===== src/rtl/mux_arbiter_feed_pkg.sv =====
// Shared types for the mux feeder: data width and arbiter FSM state encoding.
// Imported by the channel buffer and the top-level arbiter.
package mux_arbiter_feed_pkg;

  localparam int MUX_DW = 4;

  typedef enum logic [1:0] {
    IDLE   = 2'd0,
    GRANT0 = 2'd1,
    GRANT1 = 2'd2
  } state_t;

  function automatic state_t grant_state(input logic ch);
    return ch ? GRANT1 : GRANT0;
  endfunction

endpackage


===== src/rtl/mux_chan_buf.sv =====
// One-entry valid/ready holding register; data is stored on the accepting edge.
// Latency: 1 edge. Backpressure: ready only when empty or being popped this cycle.
// Held while reset is asserted: ready is forced low.
module mux_chan_buf
  import mux_arbiter_feed_pkg::*;
#(
  parameter int DW = MUX_DW
) (
  input  logic          clk,
  input  logic          rst,
  input  logic [DW-1:0] in_data,
  input  logic          in_valid,
  output logic          in_ready,
  input  logic          pop,
  output logic [DW-1:0] buf_data,
  output logic          full
);

  logic          full_q, full_d;
  logic [DW-1:0] data_q, data_d;
  logic          accept;

  always_comb begin
    in_ready = !rst && (!full_q || pop);
    accept   = in_valid && in_ready;
    full_d   = full_q;
    data_d   = data_q;
    if (pop) begin
      full_d = 1'b0;
    end
    // A refill in the same cycle as the pop wins: the slot stays occupied.
    if (accept) begin
      full_d = 1'b1;
      data_d = in_data;
    end
  end

  always_ff @(posedge clk or posedge rst) begin
    if (rst) begin
      full_q <= 1'b0;
      data_q <= '0;
    end else begin
      full_q <= full_d;
      data_q <= data_d;
    end
  end

  assign buf_data = data_q;
  assign full     = full_q;

endmodule


===== src/rtl/mux_arbiter_feed.sv =====
// Two buffered valid/ready channels arbitrated onto a 2:1 mux with registered select.
// Latency: accept -> out_valid 2 edges, 1 word/cycle sustained; holds word while !out_ready.
// Tie policy: round-robin by default, channel 0 always wins with ARB_FIXED_PRIO_EN defined.
module mux_arbiter_feed
  import mux_arbiter_feed_pkg::*;
#(
  parameter int DW = MUX_DW
) (
  input  logic          clk,
  input  logic          rst,
  input  logic [DW-1:0] in0_data,
  input  logic          in0_valid,
  output logic          in0_ready,
  input  logic [DW-1:0] in1_data,
  input  logic          in1_valid,
  output logic          in1_ready,
  output logic [DW-1:0] datain_0,
  output logic [DW-1:0] datain_1,
  output logic          select,
  output logic          out_valid,
  input  logic          out_ready
);

  state_t state_q, state_d;
  logic   select_q, select_d;
  logic   out_valid_q, out_valid_d;
  logic   last_grant_q, last_grant_d;

  logic   full0, full1, pop0, pop1, acc0, acc1;
  logic   decide, cand0, cand1, tie_last, tie_ch;

  assign pop0 = (state_q == GRANT0) && out_valid_q && out_ready;
  assign pop1 = (state_q == GRANT1) && out_valid_q && out_ready;
  assign acc0 = in0_valid && in0_ready;
  assign acc1 = in1_valid && in1_ready;

  mux_chan_buf #(.DW(DW)) u_buf0 (
    .clk      (clk),
    .rst      (rst),
    .in_data  (in0_data),
    .in_valid (in0_valid),
    .in_ready (in0_ready),
    .pop      (pop0),
    .buf_data (datain_0),
    .full     (full0)
  );

  mux_chan_buf #(.DW(DW)) u_buf1 (
    .clk      (clk),
    .rst      (rst),
    .in_data  (in1_data),
    .in_valid (in1_valid),
    .in_ready (in1_ready),
    .pop      (pop1),
    .buf_data (datain_1),
    .full     (full1)
  );

  always_comb begin
    state_d      = state_q;
    select_d     = select_q;
    last_grant_d = last_grant_q;
    decide       = 1'b0;
    cand0        = 1'b0;
    cand1        = 1'b0;
    tie_last     = last_grant_q;
    case (state_q)
      IDLE: begin
        decide = 1'b1;
        cand0  = full0;
        cand1  = full1;
      end
      // On completion the finishing channel only competes if it was refilled this cycle.
      GRANT0: if (out_ready) begin
        decide       = 1'b1;
        last_grant_d = 1'b0;
        tie_last     = 1'b0;
        cand0        = acc0;
        cand1        = full1;
      end
      GRANT1: if (out_ready) begin
        decide       = 1'b1;
        last_grant_d = 1'b1;
        tie_last     = 1'b1;
        cand0        = full0;
        cand1        = acc1;
      end
      default: decide = 1'b1;
    endcase

`ifdef ARB_FIXED_PRIO_EN
    tie_ch = 1'b0;
`else
    tie_ch = !tie_last;
`endif

    if (decide) begin
      if (cand0 && cand1) begin
        state_d = grant_state(tie_ch);
      end else if (cand0) begin
        state_d = GRANT0;
      end else if (cand1) begin
        state_d = GRANT1;
      end else begin
        state_d = IDLE;
      end
    end

    // select only moves on grant edges and keeps its last value through IDLE.
    if (state_d == GRANT0) begin
      select_d = 1'b0;
    end else if (state_d == GRANT1) begin
      select_d = 1'b1;
    end
    out_valid_d = (state_d != IDLE);
  end

  always_ff @(posedge clk or posedge rst) begin
    if (rst) begin
      state_q      <= IDLE;
      select_q     <= 1'b0;
      out_valid_q  <= 1'b0;
      last_grant_q <= 1'b1;
    end else begin
      state_q      <= state_d;
      select_q     <= select_d;
      out_valid_q  <= out_valid_d;
      last_grant_q <= last_grant_d;
    end
  end

  assign select    = select_q;
  assign out_valid = out_valid_q;

endmodule

===== config.mk =====
export PLATFORM = sky130hd
export DESIGN_NAME = mux_arbiter_feed
export DESIGN_NICKNAME = d
export VERILOG_FILES = /design/src/rtl/mux_arbiter_feed_pkg.sv /design/src/rtl/mux_chan_buf.sv /design/src/rtl/mux_arbiter_feed.sv
export SDC_FILE = /design/constraint.sdc
export NUM_CORES = 1
export LEC_CHECK = 0
export BUFFER_PORTS_ARGS = -buffer_cell sky130_fd_sc_hd__buf_2
export CAP_MARGIN = 10
export CORE_MARGIN = 1.5
export CORE_UTILIZATION = 39
export CTS_CLUSTER_DIAMETER = 100
export CTS_CLUSTER_SIZE = 28
export DETAILED_ROUTE_END_ITERATION = 8
export GPL_ROUTABILITY_DRIVEN = 0
export SKIP_LAST_GASP = 1
export SYNTH_ARGS = -nofsm -noshare
export SYNTH_HDL_FRONTEND = slang
export SYNTH_SLANG_ARGS = --single-unit

===== constraint.sdc =====
create_clock -name clk -period 4.34 [get_ports clk]
set_input_delay 0 -clock clk [delete_from_list [all_inputs] [get_ports clk]]
set_output_delay 0 -clock clk [all_outputs]
set_load 0.05 [all_outputs]

==> results of run 1 <==
metal layers:
layer  wire length (um)  global-route usage, %  vias up
met3                 54                   3.70        5
li1                   -                      -      315
met5                  0                      0        -
met2                749                   27.2       15
met4                 40                   8.57        0
met1                736                   18.9      303
state kept, by name (all words and copies together) (netlist names):
| name | flops |
|---|---|
| last_grant_q | 1 |
| state_q | 2 |
| u_buf1.buf_data | 4 |
| select | 1 |
| u_buf0.buf_data | 4 |
| u_buf1.full | 1 |
| u_buf0.full | 1 |
| out_valid | 1 |
synth_stat cells, drive strengths merged:
cell | n | area, um^2
and2b | 1 | 8.76
a21o | 1 | 7.51
a31oi | 1 | 12.5
a21oi | 2 | 10.0
o21ai | 4 | 20.0
nand2 | 4 | 30.0
dfstp | 1 | 26.3
nor2 | 2 | 7.51
and3 | 3 | 25.0
a32o | 2 | 21.3
inv | 7 | 26.3
dfrtp | 14 | 350
o21a | 2 | 30.0
ha | 6 | 75.1
a21bo | 1 | 10.0
mux2 | 8 | 90.1
nand2b | 1 | 13.8
o2111ai | 2 | 23.8
a32oi | 2 | 17.5
and3b | 1 | 8.76
logic make-up after synthesis:
| logic type | Yosys count | share of synthesized area, % |
|---|---|---|
| muxes | 8 | 11.1 |
| DFF | 15 | 46.2 |
| adders and majority gates | 6 | 9.22 |
| buffers and inverters | 7 | 3.23 |
| and+or+nand+nor | 12 | 11.5 |
| AOI/OAI and AO/OA | 17 | 18.7 |
area by class of cell:
type | instances | area, um^2 | share of cell area (%)
inverter | 7 | 26.3 | 2.38
timing repair buffer | 35 | 230 | 20.8
tap | 27 | 33.8 | 3.05
clock buffer | 3 | 22.5 | 2.04
multi-input combinational | 43 | 412 | 37.2
sequential | 15 | 377 | 34.0
clock inverter | 1 | 5.00 | 0.452
stage by stage:
stage	setup WS, ps	util (%)
2_1_floorplan	2320	-
4_1_cts	2070	56.4
6_report	2090	56.4
5_1_grt	1870	56.4
3_5_place_dp	2120	49.4
3_3_place_gp	2200	49.4
worst min-delay path: stages:
cell	delay, ps
buf_2	130
nand2b_4	130
a31oi_2	120
how the worst max path moves through the flow:
stage               start      to  slack [ps]  cells past startpoint
3_5_place_dp   state_q[0]  select        2120                      9
4_1_cts        state_q[0]  select        2070                      9
5_1_grt        state_q[0]  select        1870                      9
2_1_floorplan  state_q[0]  select        2320                      9
3_3_place_gp   state_q[0]  select        2200                      9
6_report       state_q[0]  select        2090                      9
power breakdown:
group	switching [mW]	internal, mW	total [mW]	leakage (nW)
sequential	0.0368	0.211	0.248	0.174
clock	0.0458	0.0343	0.0802	0.0177
combinational	0.351	0.183	0.535	0.360
total	0.434	0.429	0.863	0.551
==> results.json, run 1 <==
{
  "outcome": "finished, final reports clean",
  "tightestPinTransition_ps": 735,
  "vias_per_cell": 4.87,
  "whs_endpoint": "last_grant_q",
  "rows": 16,
  "worstHoldPathType": "in2reg",
  "grt_max_degree": 20,
  "syn2layout_area_growth_pct": 35.8,
  "core_mm2": 0.00196,
  "r2r-end": "select",
  "start_util_pct": 41.5,
  "first_pass_iters": 4,
  "fmax_ghz": 0.444,
  "syn_avg_cell_area_um2": 12.5,
  "place_hpwl_mm": 1.13,
  "grt.total_usage_pct": 16.1,
  "place_area_um2": 968,
  "maxCapViolations": 0,
  "final_layout_size_suffix_gt1_share_pct": 46.2,
  "slew_headroom_pct": 51.0,
  "gr-total-overflow": 0,
  "htreeDepth": 1,
  "grt_pass1_vias": 697,
  "synth-seq-cells": 15,
  "cts_setup_buffers": 0,
  "end_kind": "flip-flop",
  "dp_cells": 116,
  "ctsResizeCount": 0,
  "final_nets": 124,
  "holdWs_ps": 114,
  "path_delay_family": "compound AO/OA/AOI/OAI gates",
  "diodes": 0,
  "rrSetupSlack_ps": 2090,
  "p_per_area_mw_per_mm2": 780,
  "fp.dieW_um": 48.7,
  "postLayoutCellArea_mm2": 0.00111,
  "crit_path_max_fanout": 5,
  "total_power_uw": 863,
  "cpPeakStageDelay_ps": 440,
  "path_cells": "inv_1 > ha_1 > a21oi_1 > a31oi_2 > a21bo_1 > a32oi_1 > ha_1 > nor2_1 > a21oi_1",
  "required_ps": 4520,
  "skew_ps": 4.63,
  "ys.warnings.count": 0,
  "clk_pin_slew_ps": 80,
  "seq_area_frac_synth_pct": 46.2,
  "drv_slew": 0,
  "drt_iter0_drc": 5,
  "cts_tree": "done",
  "min-delay-start": "out_ready",
  "layout_common_cells": "buf_2 (24), dfrtp_1 (14), dlygate4sd3_1 (11)",
  "yosysUniqueCellTypes": 25,
  "clk_path_buf_depth": 2,
  "io_buffers": 24,
  "layout_commonest_cell": "buf_2",
  "cts.sinks": 15,
  "path_class": "reg2reg",
  "final_cells": 131,
  "r2r_start": "state_q[0]",
  "wl_per_cell_um": 12.1,
  "timing.critical_path.buf_inv": 1,
  "fp.dieH_um": 48.7,
  "crit_path_start_kind": "flip-flop",
  "finalCritPeriodShare_pct": 51.9,
  "fp.dieArea_mm2": 0.00237,
  "p_leak_nw": 0.551,
  "io_pins": 25,
  "fill_cells": 199,
  "tns_ps": 0,
  "drc": 0,
  "numCtsBuffers": 3,
  "final.min_clock_period_ps": 2250,
  "grt_pass1_wl_mm": 2.93,
  "antenna_found_initial": 0,
  "r2r_cells": 9,
  "vdd_ir_drop_max_uv": 391,
  "wl_mm": 1.58,
  "hold_buffers": 11,
  "vias": 638,
  "insertion_delay_ps": 290,
  "rsz0062_at_grt": "false",
  "cts-root-buf": "clkbuf_4",
  "synthesis.area_um2": 815,
  "arrival_ps": 2440,
  "syn_nets": 84,
  "critPathSlowestCell": "dfrtp_1",
  "hold_viol": 0,
  "setup_viol": 0,
  "postRouteAntennaNets": 0,
  "min_delay_path_depth": 3,
  "synthCells": 65
}
No activity file was read; power rests on OpenSTA's default activity.
==> inputs of run 2 (changes only) <==
==> constraint.sdc (replaced) <==
create_clock -name clk -period 2.32 [get_ports clk]
set_input_delay 0 -clock clk [delete_from_list [all_inputs] [get_ports clk]]
set_output_delay 0 -clock clk [all_outputs]
set_load 0.05 [all_outputs]
==> run 2 against run 1 <==
  * Die area unchanged
  * Largest power group unchanged
  * Wire length is 10% higher
  * Critical path type unchanged
  * Power up 95%
  * First-iteration DRC count grew 40%
  * Final cell count unchanged
  * Clock power is 92% higher
  * Sequential power up 88%
==> results.json, run 2 (synthesized netlist as in run 1, its figures left out) <==
{
  "outcome": "finished, final reports clean",
  "fill_cells": 177,
  "final_nets": 124,
  "grt_max_degree": 15,
  "postRouteAntennaNets": 0,
  "cts-root-buf": "clkbuf_4",
  "start_util_pct": 41.5,
  "io_buffers": 24,
  "rrSetupSlack_ps": 150,
  "pre_cts_slack_ps": 40.0,
  "diodes": 0,
  "insertion_delay_ps": 280,
  "final_cells": 131,
  "finalCritPeriodShare_pct": 93.5,
  "worstHoldPathType": "in2reg",
  "fmax_ghz": 0.461,
  "fp.dieW_um": 48.7,
  "grt_pass1_vias": 609,
  "drt_iter0_drc": 7,
  "tightestPinTransition_ps": 308,
  "syn2layout_area_growth_pct": 37.6,
  "fp.dieH_um": 48.7,
  "final_layout_size_suffix_gt1_share_pct": 50.0,
  "drc": 0,
  "io_pins": 25,
  "place_area_um2": 976,
  "tns_ps": 0,
  "wl_per_cell_um": 13.3,
  "layout_common_cells": "buf_2 (24), dfrtp_1 (13), dlygate4sd3_1 (9)",
  "antenna_found_initial": 0,
  "first_pass_iters": 4,
  "vias_per_cell": 4.85,
  "path_cells": "inv_1 > ha_1 > and3_2 > o2111ai_1 > a21bo_1 > a32oi_2 > ha_1 > nor2_1 > a21oi_1",
  "clk_path_buf_depth": 2,
  "maxCapViolations": 0,
  "drv_slew": 0,
  "cts_tree": "done",
  "layout_commonest_cell": "buf_2",
  "arrival_ps": 2350,
  "numCtsBuffers": 3,
  "path_delay_family": "compound AO/OA/AOI/OAI gates",
  "postLayoutCellArea_mm2": 0.00112,
  "cts.sinks": 15,
  "core_mm2": 0.00196,
  "grt_pass1_wl_mm": 2.81,
  "grt.total_usage_pct": 15.7,
  "cpPeakStageDelay_ps": 450,
  "timing.critical_path.buf_inv": 1,
  "min-delay-start": "in0_valid",
  "path_class": "reg2reg",
  "utilization_pct": 57.1,
  "crit_top_cell": "ha_1",
  "critPathSlowestCell": "dfrtp_2",
  "htreeDepth": 1,
  "skew_ps": 1.56,
  "vias": 635,
  "dp_cells": 117,
  "total_power_mw": 1.69,
  "clk_pin_slew_ps": 90,
  "startpoint": "state_q[1]",
  "slew_headroom_pct": 79.4,
  "required_ps": 2500,
  "gr-total-overflow": 0,
  "rsz0062_at_grt": "false",
  "fp.dieArea_mm2": 0.00237,
  "hold_viol": 0,
  "holdWs_ps": 8.91,
  "vdd_ir_drop_max_uv": 694,
  "crit_path_max_fanout": 5,
  "setup_viol": 0,
  "crit_path_start_kind": "flip-flop",
  "wl_mm": 1.74,
  "layout_setup_ws_ps": 150,
  "rows": 16,
  "end_kind": "flip-flop",
  "p_leak_nw": 0.552,
  "final.min_clock_period_ps": 2170,
  "place_hpwl_mm": 1.24,
  "p_per_area_mw_per_mm2": 1500,
  "r2r_start": "state_q[1]"
}
[run 2: power breakdown]
group	internal, mW	total [mW]	leakage [nW]	switching (mW)
Combinational	0.381	1.06	0.364	0.683
Sequential	0.397	0.467	0.173	0.0698
Clock	0.0667	0.154	0.0150	0.0874
[run 2: repair_timing]
| action | 4_1_cts | 5_1_grt |
|---|---|---|
| hold buffers | 9 | 0 |
| gates resized for setup | 0 | 3 |
| setup buffers | 0 | 1 |
| hold endpoints to repair | 23 | 0 |
| endpoints found under the setup margin | 0 | 1 |
[run 2: routing by layer]
layer,global-route usage [%],vias to the layer above,part of all wire (%),wire (um)
met5,0,-,0,0
met1,20.4,305,46,803
li1,-,314,-,-
met3,2.16,2,3.1,54
met4,8.57,0,1.2,21
met2,25.3,14,50,862
[run 2: path summary, 6_finish.rpt]
check	cells past startpoint	end
worst max-delay path	9	select
worst min-delay path	3	u_buf0.full
worst max register to register	9	select
worst min register to register	1	u_buf0.buf_data[1]
max in group asynchronous	4	state_q[1]
min in group asynchronous	3	u_buf1.full
[run 2: layout make-up]
class / instances / area, um^2 / share of cell area [%]
clock buffers: 4 / 26.3 / 2.34
inverters: 7 / 26.3 / 2.34
flip-flops and latches: 15 / 378 / 33.7
multi-input cells: 43 / 432 / 38.5
repair buffers: 35 / 225 / 20.1
well taps: 27 / 33.8 / 3.01
[run 2: worst register-to-register path, delay by kind of cell (launching register included)]
| family | cells | cell delay, ps |
|---|---|---|
| simple gates | 2 | 320 |
| flops | 1 | 450 |
| compound gates | 4 | 630 |
| fa+ha+maj | 2 | 530 |
| buf+inv | 1 | 130 |
